**config.mk**
```make
export PLATFORM = sky130hd
export DESIGN_NAME = seg7_scan
export DESIGN_NICKNAME = d
export VERILOG_FILES = /design/src/rtl/seg7_scan.sv
export SDC_FILE = /design/constraint.sdc
export NUM_CORES = 1
export LEC_CHECK = 0
export BUFFER_PORTS_ARGS = -buffer_cell sky130_fd_sc_hd__buf_2
export CAP_MARGIN = 20
export CORE_MARGIN = 2
export CORE_UTILIZATION = 56
export DETAILED_ROUTE_END_ITERATION = 6
export GPL_TIMING_DRIVEN = 0
export PLACE_DENSITY = 0.78
export RECOVER_POWER = 25
export SYNTH_ARGS = -nofsm -noshare
export SYNTH_HDL_FRONTEND = slang
export SYNTH_SLANG_ARGS = --single-unit
```
**constraint.sdc**
```tcl
create_clock -name clk -period 2.1 [get_ports clk]
set_input_delay 0.63 -clock clk [delete_from_list [all_inputs] [get_ports clk]]
set_output_delay 0.63 -clock clk [all_outputs]
set_load 0.005 [all_outputs]
```
**src/rtl/seg7_scan.sv**
```systemverilog
// seg7_scan: time-multiplexed N-digit hex display driver; define LEADING_ZERO_BLANK_EN to darken leading zero digits
module seg7_scan #(
  parameter int NUM_DIGITS  = 4,
  parameter int REFRESH_DIV = 50000
) (
  input  logic                    clk,
  input  logic                    reset,
  input  logic                    blank,
  input  logic                    test,
  input  logic                    load,
  input  logic [4*NUM_DIGITS-1:0] dataIn,
  output logic [6:0]              display,
  output logic [NUM_DIGITS-1:0]   anode
);
  localparam int CW = REFRESH_DIV > 1 ? $clog2(REFRESH_DIV) : 1;
  localparam int IW = NUM_DIGITS > 1 ? $clog2(NUM_DIGITS) : 1;
  localparam logic [6:0] HEX [16] = '{7'h40, 7'h79, 7'h24, 7'h30, 7'h19, 7'h12, 7'h02, 7'h78,
                                      7'h00, 7'h18, 7'h08, 7'h03, 7'h46, 7'h21, 7'h06, 7'h0E};
  logic [4*NUM_DIGITS-1:0] data_q, data_d;
  logic [CW-1:0]           div_cnt_q, div_cnt_d;
  logic [IW-1:0]           dig_idx_q, dig_idx_d;
  logic [6:0]              display_q, display_d;
  logic [NUM_DIGITS-1:0]   anode_q, anode_d, sel;
  logic [3:0]              nib;
  logic                    dark;
  logic                    tc;
  // capture, refresh divider and digit index; the index only moves on the divider's terminal count
  always_comb begin
    tc        = div_cnt_q == CW'(REFRESH_DIV - 1);
    data_d    = load ? dataIn : data_q;
    div_cnt_d = tc ? '0 : div_cnt_q + 1'b1;
    dig_idx_d = !tc ? dig_idx_q : dig_idx_q == IW'(NUM_DIGITS - 1) ? '0 : dig_idx_q + 1'b1;
  end
  // next segment/enable pattern from the current index and captured data: blank > test > normal
  always_comb begin
    nib       = data_q[{dig_idx_q, 2'b00} +: 4];
    sel       = ~(NUM_DIGITS'(1) << dig_idx_q);
    dark      = 1'b0;
`ifdef LEADING_ZERO_BLANK_EN
    dark      = dig_idx_q != '0 && (data_q >> {dig_idx_q, 2'b00}) == '0;
`endif
    display_d = blank ? 7'h7F : test ? 7'h00 : dark ? 7'h7F : HEX[nib];
    anode_d   = blank || (dark && !test) ? '1 : sel;
  end
  // state and registered outputs; reset forces every digit dark at once
  always_ff @(posedge clk or posedge reset) begin
    if (reset) begin
      data_q    <= '0;
      div_cnt_q <= '0;
      dig_idx_q <= '0;
      display_q <= 7'h7F;
      anode_q   <= '1;
    end else begin
      data_q    <= data_d;
      div_cnt_q <= div_cnt_d;
      dig_idx_q <= dig_idx_d;
      display_q <= display_d;
      anode_q   <= anode_d;
    end
  end
  assign display = display_q;
  assign anode   = anode_q;
endmodule

```
* Word level (Yosys, flattened, before mapping)
Memories as Yosys holds them, arrays and structs flattened.
Index checks and enable logic that the tools add are counted.
** Cells by class
- Magnitude comparators :: 1
- Multiplexer cells :: 7
- Shifts and indexed selects :: 2
- Add/sub/neg operators :: 2
- Equality and inequality tests :: 2
- Bitwise operators :: 2
** Operator list (number)
- 7-bit 2-to-1 mux :: 4
- 16-bit by 1-bit adder with 16-bit output, second input constant :: 1
- 16-bit == test, second input constant :: 1
- 16-bit 2-to-1 mux :: 1
- 16-bit by 5-bit indexed part select with 4-bit output :: 1
- 5-bit >= comparator, second input constant :: 1
- 4-bit NOT with 5-bit output :: 1
- 4-bit 2-to-1 mux :: 1
- 4-bit NOT :: 1
- 1-bit by 2-bit << shifter with 4-bit output, first input constant :: 1
- 2-bit by 1-bit adder with 2-bit output, second input constant :: 1
- 2-bit == test, second input constant :: 1
- 2-bit 2-to-1 mux :: 1
** Storage, ports and cells
- Memories kept :: 1
- Bits in read-only memories :: 112
- Register bits after elaboration :: 45
- Input bits :: 21
** Memory list
- (name not given) :: depth 16, bits a word 7, rd ports 1, clocked after memory_dff 0, write ports 0, RTL line 42 : display_d = blank ? 7'h7F : test ? 7'h00 : dark ? 7'h7F : HEX[nib];

* Depth between registers and ports, before layout
Gate-level depths: netlist of run 1.
- Depth in word-level cells :: 7
- Mapped depth :: 7
- Depth with buffers taken out :: 6

* Least setup slack after synthesis of run 1
No wires, ideal clock.
- Kind :: flip-flop to flip-flop
- From :: register dig_idx_q[0]
- To :: register display_q[3] (netlist: display[3])
- Path buffers :: 1
- Period minus slack after synthesis :: 1836 ps
- Required time :: 2013 ps
- Cell stages (with the launch flop) :: 7
- Library setup time :: 87 ps
- Slack :: 264 ps
- Arrival time :: 1748 ps
- Path through :: dfrtp_1 > buf_6 > mux4_2 > inv_1 > ha_1 > nor4_1 > a21oi_1
** Between the ends
- Longest elaborated chain between the ends :: 7
** RTL lines
- start: declaration :: RTL line 21 : logic [IW-1:0] dig_idx_q, dig_idx_d;
- start signal: assignment :: RTL line 56 : dig_idx_q <= dig_idx_d;
- 16-bit by 5-bit indexed part select with 4-bit output :: RTL line 36 : nib = data_q[{dig_idx_q, 2'b00} +: 4];
- 4-bit NOT with 5-bit output (implied by the code) :: RTL line 42
- memory read 16 x 7 bit
- 7-bit 2-to-1 mux (implied by the code) (2 in a row) :: RTL line 42
- 7-bit 2-to-1 mux (2 in a row) :: RTL line 42
- named net display_d[3] :: RTL line 22 : logic [6:0] display_q, display_d;
- end signal: assignment :: RTL line 57 : display_q <= display_d;
- end: declaration :: RTL line 22
The timed path passes the listed nets, and every way through them passes these cells. The select of a mux whose other input is x is not followed.
A chain may end at the register's enable or synchronous reset.

* Final worst setup path of run 1
- From :: register dig_idx_q[0]
- To :: register display_q[5] (netlist: display[5])
The elaborated chain is that of the path after synthesis.

==> results.cfg, run 1 <==
[pwr]
power_frac_comb_pct = 12.3
irDropWorstVdd_uv = 519
powerDensity_nw_per_um2 = 674
internal_power_mw = 1.29
pwr-share-clk_pct = 32.3
switching_share_pct = 23.9
seq_power_share_pct = 55.4
power.total_mw = 1.70
p_sw_uw = 406
p_leak_nw = 1.10

[sta]
clock_skew_ps = 4.49
fmax_ghz = 0.506
timing.final.ws_setup_ps = 125
holdWs_ps = 494
period_needed_ps = 1970
fin_tns_setup_ps = 0
setup_viol = 0
tightestPinTransition_ps = 1600
finalMaxSlewViolations = 46
period_share_pct = 94.0
final-hold-violation-count = 0
maxSlewHeadroom_pct = -7.03
rsz0062_at_grt = false

[yosys]
yosys_register_bits = 45
synthMuxAreaShare_pct = 13.7
ys_types = 43
synthCells = 180
synth_warnings = 0
synth_edf_count = 0
synth_area_per_cell_sq_um = 12.3
async_flop_share_pct = 100
synthXorXnorAreaFrac_pct = 4.36
syn-num-nets = 212
synth-adder-area-share_pct = 6.23
synth_area_sq_um = 2210
synth-compound-area-share_pct = 6.74
ys_seq_area_share_pct = 51.6
synth_top_family_by_area = simple AND/OR/NAND/NOR gates
synthFlopType = dfrtp_1
synth-simple-area-share_pct = 14.5

[cts]
cts_tree = done
cts.clk_slew.worst_paths_ps = 80
cts_buffers = 5
clock_sinks = 45
h-tree-depth = 2
clk_latency_ps = 290
cts_buffer_depth = 2
holdBufCountCts = 0
cts-root-buf = clkbuf_8

[setup_path]
critical_path_class = flop to flop
reg2reg_slack_ps = 130
worstSetupEndpointType = flop
crit_arrival_ps = 2200
r2r-start = dig_idx_q[0]
critPathSlowestCell = mux4_2
worstPathMaxFanout = 6
cpPeakStageDelay_ps = 560
crit_family = multiplexers
critPathBufInv = 2
cp-start-kind = flop
crit_path_end = display[5]
cp.depth = 6
worstPathCellList = buf_6 -> mux4_2 -> ha_1 -> inv_1 -> o21ai_0 -> a221o_1
r2r-end = display[5]
setup.worst_path.start = dig_idx_q[0]
cp_data_required_time_ps = 2320
reg2regPathDepth = 6

[route]
drc = 0
via_per_inst = 5.57
drt-total-wl_microns = 4090
final_antenna_net_count = 0
num_vias = 1488
wl_per_cell_microns = 15.3
drt_first_pass_iters = 4
drt_iter0_markers = 97

[floorplan]
die-area_sq_um = 4460
num_rows = 22
die_w_microns = 66.8
die_y_microns = 66.8
start_util_pct = 59.5
io_pins = 32
coreArea_sq_um = 3720

[grt]
grt_usage_pct = 21.8
grt_pass1_wl_microns = 7160
antenna_found_initial = 0
overflow = 0
grt_max_degree = 46
first_global_vias = 1550

[hold_path]
hold_class = flop to flop

[finish]
antennaDiodeCount = 0
nets = 250
area_growth_pct = 14.1
drive_gt1_share_pct = 36.5

[place]
port_buffers = 30
pre_cts_ws_ps = 106
gp_congestion = 0.895
dp_hpwl_microns = 3050

[run_status]
violations = capacitance limit, slew limit
status = complete, but fails checks

[job]
cap_violations = 1
-- worst register-to-register path: cells and delay by family, from the launching register on --
| kind | cells | cell delay [ps] |
|---|---|---|
| compound gates | 2 | 430 |
| buf+inv | 2 | 240 |
| flops | 1 | 390 |
| fa+ha+maj | 1 | 280 |
| mux | 1 | 560 |
-- cell usage after synthesis (all sizes together), types with 2 or more instances --
library cell	n	area, sq um
a21oi	3	15.0
and4	2	17.5
buf	4	33.8
dfrtp	34	851
dfstp	11	289
ha	11	138
inv	7	26.3
mux2	18	203
mux4	4	90.1
nand2	17	63.8
nand3	7	35.0
nand4	3	18.8
nor2	12	45.0
nor2b	3	18.8
nor3	2	10.0
nor4	3	33.8
o211ai	2	15.0
o21ai	7	35.0
o311ai	2	25.0
xnor2	3	26.3
xor2	8	70.1
-- sequential cells by signal, indices dropped and copies added, names as in the netlist --
signal     flops
display        7
anode          4
data_q        16
dig_idx_q      2
div_cnt_q     16
-- per-layer routing --
metal  global-route usage [%]  up-vias  wire [microns]
li1                         -      706               -
met1                     27.1      726            1790
met2                     35.8       45            1980
met3                     5.91       11             205
met4                     9.18        0             108
met5                        0        -               0
-- worst min path at each step --
| stage | start | end | depth (start not counted) |
|---|---|---|---|
| CTS | div_cnt_q[15] | div_cnt_q[15] | 1 |
| detailed placement | div_cnt_q[15] | div_cnt_q[15] | 1 |
| floorplan | div_cnt_q[15] | div_cnt_q[15] | 1 |
| global placement | div_cnt_q[0] | div_cnt_q[0] | 1 |
| global route | div_cnt_q[15] | div_cnt_q[15] | 1 |
| finish | div_cnt_q[0] | div_cnt_q[0] | 1 |
-- power by group through the flow --
stage / sequential, mW / clock (mW) / combinational [mW]
after floorplan: 0.954 / 0 / 0.141
after global placement: 0.955 / 0 / 0.201
after detailed placement: 0.958 / 0 / 0.207
after CTS: 0.941 / 0.563 / 0.208
after global routing: 0.947 / 0.601 / 0.235
final: 0.941 / 0.549 / 0.209
-- repair_timing --
item	CTS	global route
buffers inserted	0	1
setup endpoints to repair	0	2
resized for setup	0	2
hold endpoints to repair	0	0
-- cell usage in the layout (no fill, tap or decap), drive strengths merged, types with 2 or more instances in the layout --
cell / count
buf: 35
dfrtp: 34
mux2: 18
nand2: 17
nor2: 12
ha: 11
dfstp: 11
xor2: 8
clkbuf: 8
nand3: 7
inv: 7
o21ai: 7
mux4: 4
nor2b: 3
a21oi: 3
nand4: 3
xnor2: 3
nor4: 3
o211ai: 2
and4: 2
nor3: 2
o311ai: 2
-- final cells by class --
| class | instances | area (sq um) |
|---|---|---|
| plain buffers | 5 | 37.5 |
| clock buffers | 7 | 86.3 |
| clock inverters | 1 | 7.51 |
| fillers | 280 | 1190 |
| inverters | 7 | 26.3 |
| multi-input cells | 123 | 1010 |
| flip-flops and latches | 45 | 1140 |
| well taps | 48 | 60.1 |
| repair buffers | 31 | 158 |
-- logic make-up (layout without fill, tap and decap cells) --
| group | Yosys count | in the layout |
|---|---|---|
| AOI/OAI and AO/OA | 21 | 21 |
| DFF | 45 | 45 |
| and+or+nand+nor | 57 | 57 |
| muxes | 23 | 23 |
| buffers and inverters | 12 | 51 |
| adders and majority gates | 11 | 11 |
| xor gates and xnor gates | 11 | 11 |
-- stage by stage --
stage / util [%] / instances / instance area [sq um]
global route: 67.8 / 267 / 2520
CTS: 67.6 / 266 / 2510
global placement: 65.1 / 258 / 2420
floorplan: - / 180 / 2210
detailed placement: 65.1 / 258 / 2420
finish: 67.8 / 267 / 2520
Note: power is estimated with default switching activity, not from simulation.
==> run 2, diff against run 1 <==
--- a/config.mk
+++ b/config.mk
@@ -7,6 +7,7 @@
 export LEC_CHECK = 0
 export BUFFER_PORTS_ARGS = -buffer_cell sky130_fd_sc_hd__buf_2
 export CAP_MARGIN = 20
+export CORE_ASPECT_RATIO = 0.7
 export CORE_MARGIN = 2
 export CORE_UTILIZATION = 56
 export DETAILED_ROUTE_END_ITERATION = 6
==> run 2 against run 1 <==
Compared with the run above: the run still ends with capacitance limit, slew limit left; via count decreased by 2.9%; die area is 0.18% higher; utilization decreased by 2.1 points; sequential power about the same; clock skew fell by 2.1 ps; clock-buffer cell count rose by 1; cell count is 1.5% higher; total power decreased by 0.83%; global-route usage is 2.9 points lower; worst setup slack improved by 18 ps.
==> results.cfg, run 2 (synthesis gave the netlist of run 1 again) <==
[floorplan]
coreArea_sq_um = 3850
die_y_microns = 56.6
num_rows = 19
die_w_microns = 79.1
die-area_sq_um = 4470
io_pins = 32
start_util_pct = 57.4

[pwr]
power_frac_comb_pct = 12.5
p_sw_uw = 389
irDropWorstVdd_uv = 491
switching_share_pct = 23.1
power.total_mw = 1.69
powerDensity_nw_per_um2 = 666
p_leak_nw = 1.10
seq_power_share_pct = 55.8
internal_power_mw = 1.30
pwr-share-clk_pct = 31.7

[sta]
period_share_pct = 93.2
setup_viol = 0
tightestPinTransition_ps = 1600
rsz0062_at_grt = false
final-hold-violation-count = 0
maxSlewHeadroom_pct = -6.71
period_needed_ps = 1960
fmax_ghz = 0.511
holdWs_ps = 498
finalMaxSlewViolations = 46
clock_skew_ps = 2.37

[finish]
final_util_pct = 65.7
filler_cell_count = 327
nets = 250
final_common_cell = dfrtp_1
antennaDiodeCount = 0
final_area_sq_um = 2530
drive_gt1_share_pct = 37.0
final_cell_count_no_fill = 271
area_growth_pct = 14.6
layout_common_cells = dfrtp_1, buf_2, mux2_2, nand2_1, nor2_1

[run_status]
violations = capacitance limit, slew limit
status = complete, but fails checks

[route]
drc = 0
drt-total-wl_microns = 3700
final_antenna_net_count = 0
num_vias = 1445
drt_first_pass_iters = 4
via_per_inst = 5.33
wl_per_cell_microns = 13.7
drt_iter0_markers = 79

[hold_path]
hold_class = flop to flop

[grt]
grt_usage_pct = 18.9
antenna_found_initial = 0
grt_pass1_wl_microns = 6480
grt_max_degree = 46
overflow = 0
first_global_vias = 1393

[place]
placed_cells = 262
postPlaceCellArea_sq_um = 2420
dp_hpwl_microns = 2690
port_buffers = 30
gp_congestion = 0.849

[setup_path]
worstPathCellList = buf_6 -> mux4_2 -> inv_2 -> ha_2 -> o21bai_1 -> a31o_1 -> a21oi_1
critical_path_class = flop to flop
critPathBufInv = 2
critPathSlowestCell = mux4_2
crit_arrival_ps = 2180
cp-start-kind = flop
worstSetupEndpointType = flop
worstPathMaxFanout = 6
crit_family = multiplexers
reg2reg_slack_ps = 140
cpPeakStageDelay_ps = 550
cp_data_required_time_ps = 2320

[cts]
clk_latency_ps = 290
cts_tree = done
h-tree-depth = 2
clock_sinks = 45
holdBufCountCts = 0
cts_buffer_depth = 2
cts-root-buf = clkbuf_8
cts.clk_slew.worst_paths_ps = 80
cts_buffers = 5

[job]
cap_violations = 1
run 2: cell count changes in the layout (fill, tap and decap cells not counted):
cell	before	now
clkbuf_1	2	3
clkinvlp_4	1	0
ha_1	11	10
ha_2	0	1
nor4_1	2	1
nor4_2	0	1
run 2: stage by stage:
step	setup WS [ps]	TNS [ps]
after floorplan	264	0
after detailed placement	90.1	0
final	143	0
after global placement	-100	-3340
after global routing	1.22	0
after CTS	46.6	0
run 2: routing by layer:
layer	part of all wire (%)	GRT usage, %	vias up
met3	5.3	5.79	6
met1	52	29.8	677
met4	0.97	4.43	0
met5	0	0	-
met2	41	25.4	44
li1	-	-	718
run 2: repair_timing:
item,4_1_cts,5_1_grt
gates resized for setup,0,4
setup endpoints to repair,0,3
buffers inserted,0,1
run 2: final timing paths:
| kind | startpoint | to | depth (start not counted) |
|---|---|---|---|
| min in group asynchronous | reset | div_cnt_q[7] | 2 |
| hold reg to reg | div_cnt_q[0] | div_cnt_q[0] | 1 |
| max in group asynchronous | reset | data_q[7] | 2 |
| setup / recovery | dig_idx_q[0] | display[3] | 7 |
| hold / removal | div_cnt_q[0] | div_cnt_q[0] | 1 |
| setup reg to reg | dig_idx_q[0] | display[3] | 7 |
run 2: power groups by stage:
stage	Combinational, mW	Sequential (mW)	Clock, mW
2_1_floorplan	0.141	0.954	0
3_3_place_gp	0.201	0.956	0
3_5_place_dp	0.204	0.958	0
4_1_cts	0.206	0.941	0.554
5_1_grt	0.238	0.945	0.595
6_report	0.211	0.940	0.535
run 2: area by class of cell:
class                   count  area [sq um]  area share [%]
multi-input cells         123          1010            40.1
well taps                  52          65.1            2.57
repair buffers             31           158            6.23
flip-flops and latches     45          1140            45.0
plain buffers               5          37.5            1.48
inverters                   7          26.3            1.04
clock buffers               8          90.1            3.56
==> run 3, diff against run 2 <==
--- a/config.mk
+++ b/config.mk
@@ -5,14 +5,16 @@
 export SDC_FILE = /design/constraint.sdc
 export NUM_CORES = 1
 export LEC_CHECK = 0
+export ABC_AREA = 1
 export BUFFER_PORTS_ARGS = -buffer_cell sky130_fd_sc_hd__buf_2
 export CAP_MARGIN = 20
 export CORE_ASPECT_RATIO = 0.7
 export CORE_MARGIN = 2
-export CORE_UTILIZATION = 56
+export CORE_UTILIZATION = 57
+export CTS_CLUSTER_SIZE = 24
 export DETAILED_ROUTE_END_ITERATION = 6
 export GPL_TIMING_DRIVEN = 0
-export PLACE_DENSITY = 0.78
+export PLACE_DENSITY = 0.79
 export RECOVER_POWER = 25
 export SYNTH_ARGS = -nofsm -noshare
 export SYNTH_HDL_FRONTEND = slang
==> run 3 against run 2 <==
Compared with the run above: the run now ends clean; via count is 25% higher; clock power fell by 3%; design area is 5.6% higher; non-clock buffer count shrank 1; register-to-register slack better by 70 ps; critical endpoint unchanged; highest routed layer unchanged.
==> results.cfg, run 3 <==
[run_status]
status = finished clean

[finish]
seq_area_sq_um = 1140
final_util_pct = 67.8
layout_common_cells = nand2_1, dfrtp_1, inv_1, buf_2, nand3_1
final_cell_count_no_fill = 352
final_common_cell = nand2_1
multi_input_area_sq_um = 1070
nets = 331
antennaDiodeCount = 0
filler_cell_count = 347
drive_gt1_share_pct = 27.7
area_growth_pct = 12.9

[floorplan]
io_pins = 32
die_w_microns = 81.0
coreArea_sq_um = 3950
start_util_pct = 60.0
die_y_microns = 57.9
die-area_sq_um = 4690
num_rows = 19

[sta]
final-hold-violation-count = 0
clock_skew_ps = 4.70
timing.final.ws_setup_ps = 210
fmax_ghz = 0.529
rsz0062_at_grt = false
maxSlewHeadroom_pct = 42.6
setup_viol = 0
finalMaxSlewViolations = 0
period_needed_ps = 1890
holdWs_ps = 285
period_share_pct = 90.0
tightestPinTransition_ps = 861

[yosys]
synth_area_sq_um = 2370
synthFlopType = dfrtp_1
yosys_register_bits = 45
synth_area_leaders = dfrtp_1, dfstp_2, nand2_1
synth_warnings = 0
synth_area_per_cell_sq_um = 9.07
ys_types = 31
ys_seq_area_share_pct = 48.1
synth_edf_count = 0
yosysMostFrequentCell = nand2_1
async_flop_share_pct = 100
synthCells = 261
synth_top_cell_area_share_pct = 35.9
syn-num-nets = 293
ys_top_cells_by_count = nand2_1, dfrtp_1, inv_1
yosys.area.top_type = dfrtp_1

[setup_path]
critical_path_class = flop to flop
crit_arrival_ps = 2110
r2r-end = display[3]
critPathSlowestCell = dfrtp_1
worstPathMaxFanout = 10
r2r-start = dig_idx_q[0]
cp_data_required_time_ps = 2320
crit_path_end = display[3]
cpPeakStageDelay_ps = 470
path_common_cell = nand2_1
cp-start-kind = flop
reg2reg_slack_ps = 210
worstSetupEndpointType = flop
setup.worst_path.start = dig_idx_q[0]
reg2regPathDepth = 12
worstPathCellList = buf_6 -> a21oi_1 -> o21ai_0 -> nand2_1 -> inv_1 -> ha_1 -> inv_1 -> nand3_1 -> nand3_1 -> nand2_1 -> nand2_1 -> nand2_1

[place]
placed_cells = 344
pre_cts_ws_ps = 200
port_buffers = 30
gp_congestion = 0.843
dp_hpwl_microns = 3330

[grt]
antenna_found_initial = 0
grt_max_degree = 37
grt_pass1_wl_microns = 7440
overflow = 0
grt_usage_pct = 20.9
first_global_vias = 1592

[route]
wl_per_cell_microns = 12.7
drt_iter0_markers = 120
num_vias = 1807
drt_first_pass_iters = 4
final_antenna_net_count = 0
drt-total-wl_microns = 4450
drc = 0
via_per_inst = 5.13

[pwr]
powerDensity_nw_per_um2 = 624
internal_power_mw = 1.24
p_sw_uw = 425
p_leak_nw = 1.31
switching_share_pct = 25.4
power_frac_comb_pct = 12.8
irDropWorstVdd_uv = 419
seq_power_share_pct = 56.1
pwr-share-clk_pct = 31.1

[cts]
cts_buffer_depth = 2
cts-root-buf = clkbuf_8
cts_tree = done
holdBufCountCts = 0
clk_latency_ps = 300
post_cts_buffers = 0
cts_buffers = 5
cts.clk_slew.worst_paths_ps = 80
clock_sinks = 45
h-tree-depth = 2

[job]
cap_violations = 0

[hold_path]
hold_class = input pin to asynchronous set/reset pin
-- run 3: cell count changes in the layout (fill, tap and decap cells not counted), moves of 5 or more --
cell	delta
nand2_1	+41
inv_1	+27
nand3_1	+15
a21oi_1	+7
mux2_2	-6
nand2_2	+5
-- run 3: stage by stage --
| stage | TNS [ps] | power (mW) | instance area, sq um |
|---|---|---|---|
| 5_1_grt | 0 | 1.75 | 2670 |
| 6_report | 0 | 1.67 | 2670 |
| 3_3_place_gp | -4720 | 1.16 | 2580 |
| 4_1_cts | 0 | 1.68 | 2690 |
| 3_5_place_dp | 0 | 1.17 | 2600 |
| 2_1_floorplan | 0 | 1.10 | 2370 |
-- run 3: how the worst min path moves through the flow --
stage	endpoint	cells after the start
after floorplan	div_cnt_q[0]	1
after global placement	div_cnt_q[0]	1
after detailed placement	div_cnt_q[0]	1
after CTS	div_cnt_q[7]	2
after global routing	div_cnt_q[7]	2
final	div_cnt_q[7]	2
-- run 3: final cells by class --
cell class	instances	area share, %
Multi-Input combinational cell	176	39.9
Tap cell	52	2.43
Clock inverter	1	0.281
Buffer	4	0.889
Sequential cell	45	42.7
Clock buffer	7	2.85
Timing Repair Buffer	31	5.80
Inverter	36	5.15
-- run 3: logic make-up (layout without fill, tap and decap cells) --
logic type	Yosys count	after routing	share of synthesized area (%)
and+or+nand+nor	122	122	25.6
DFF	45	45	48.1
buffers and inverters	40	79	6.81
AOI/OAI and AO/OA	25	25	5.71
muxes	12	12	5.71
adders and majority gates	11	11	5.81
xor gates and xnor gates	6	6	2.22
-- run 3: power by group through the flow --
stage / Combinational [mW] / Clock [mW] / Sequential, mW
2_1_floorplan: 0.145 / 0 / 0.951
3_3_place_gp: 0.203 / 0 / 0.952
3_5_place_dp: 0.215 / 0 / 0.954
4_1_cts: 0.217 / 0.529 / 0.937
5_1_grt: 0.241 / 0.568 / 0.942
6_report: 0.213 / 0.519 / 0.937
-- run 3: metal layers --
metal,share of wire (%),track usage [%],wire length (microns)
met1,53,33.7,2340
met2,41,27.5,1810
met3,5.5,5.14,246
met4,1.2,6.54,55
met5,0,0,0
-- run 3: critical path: cells and delay by family, from the launching register on --
kind	cells	cell delay (ps)
AO/OA/AOI/OAI	2	230
AND/OR/NAND/NOR	6	550
adder cells (fa/ha/maj)	1	220
flip-flops	1	470
buffers and inverters	3	320
-- run 3: what timing repair did --
action                                 4_1_cts  5_1_grt
resized for setup                            0        1
endpoints found under the hold margin        0        0
setup endpoints to repair                    0        3
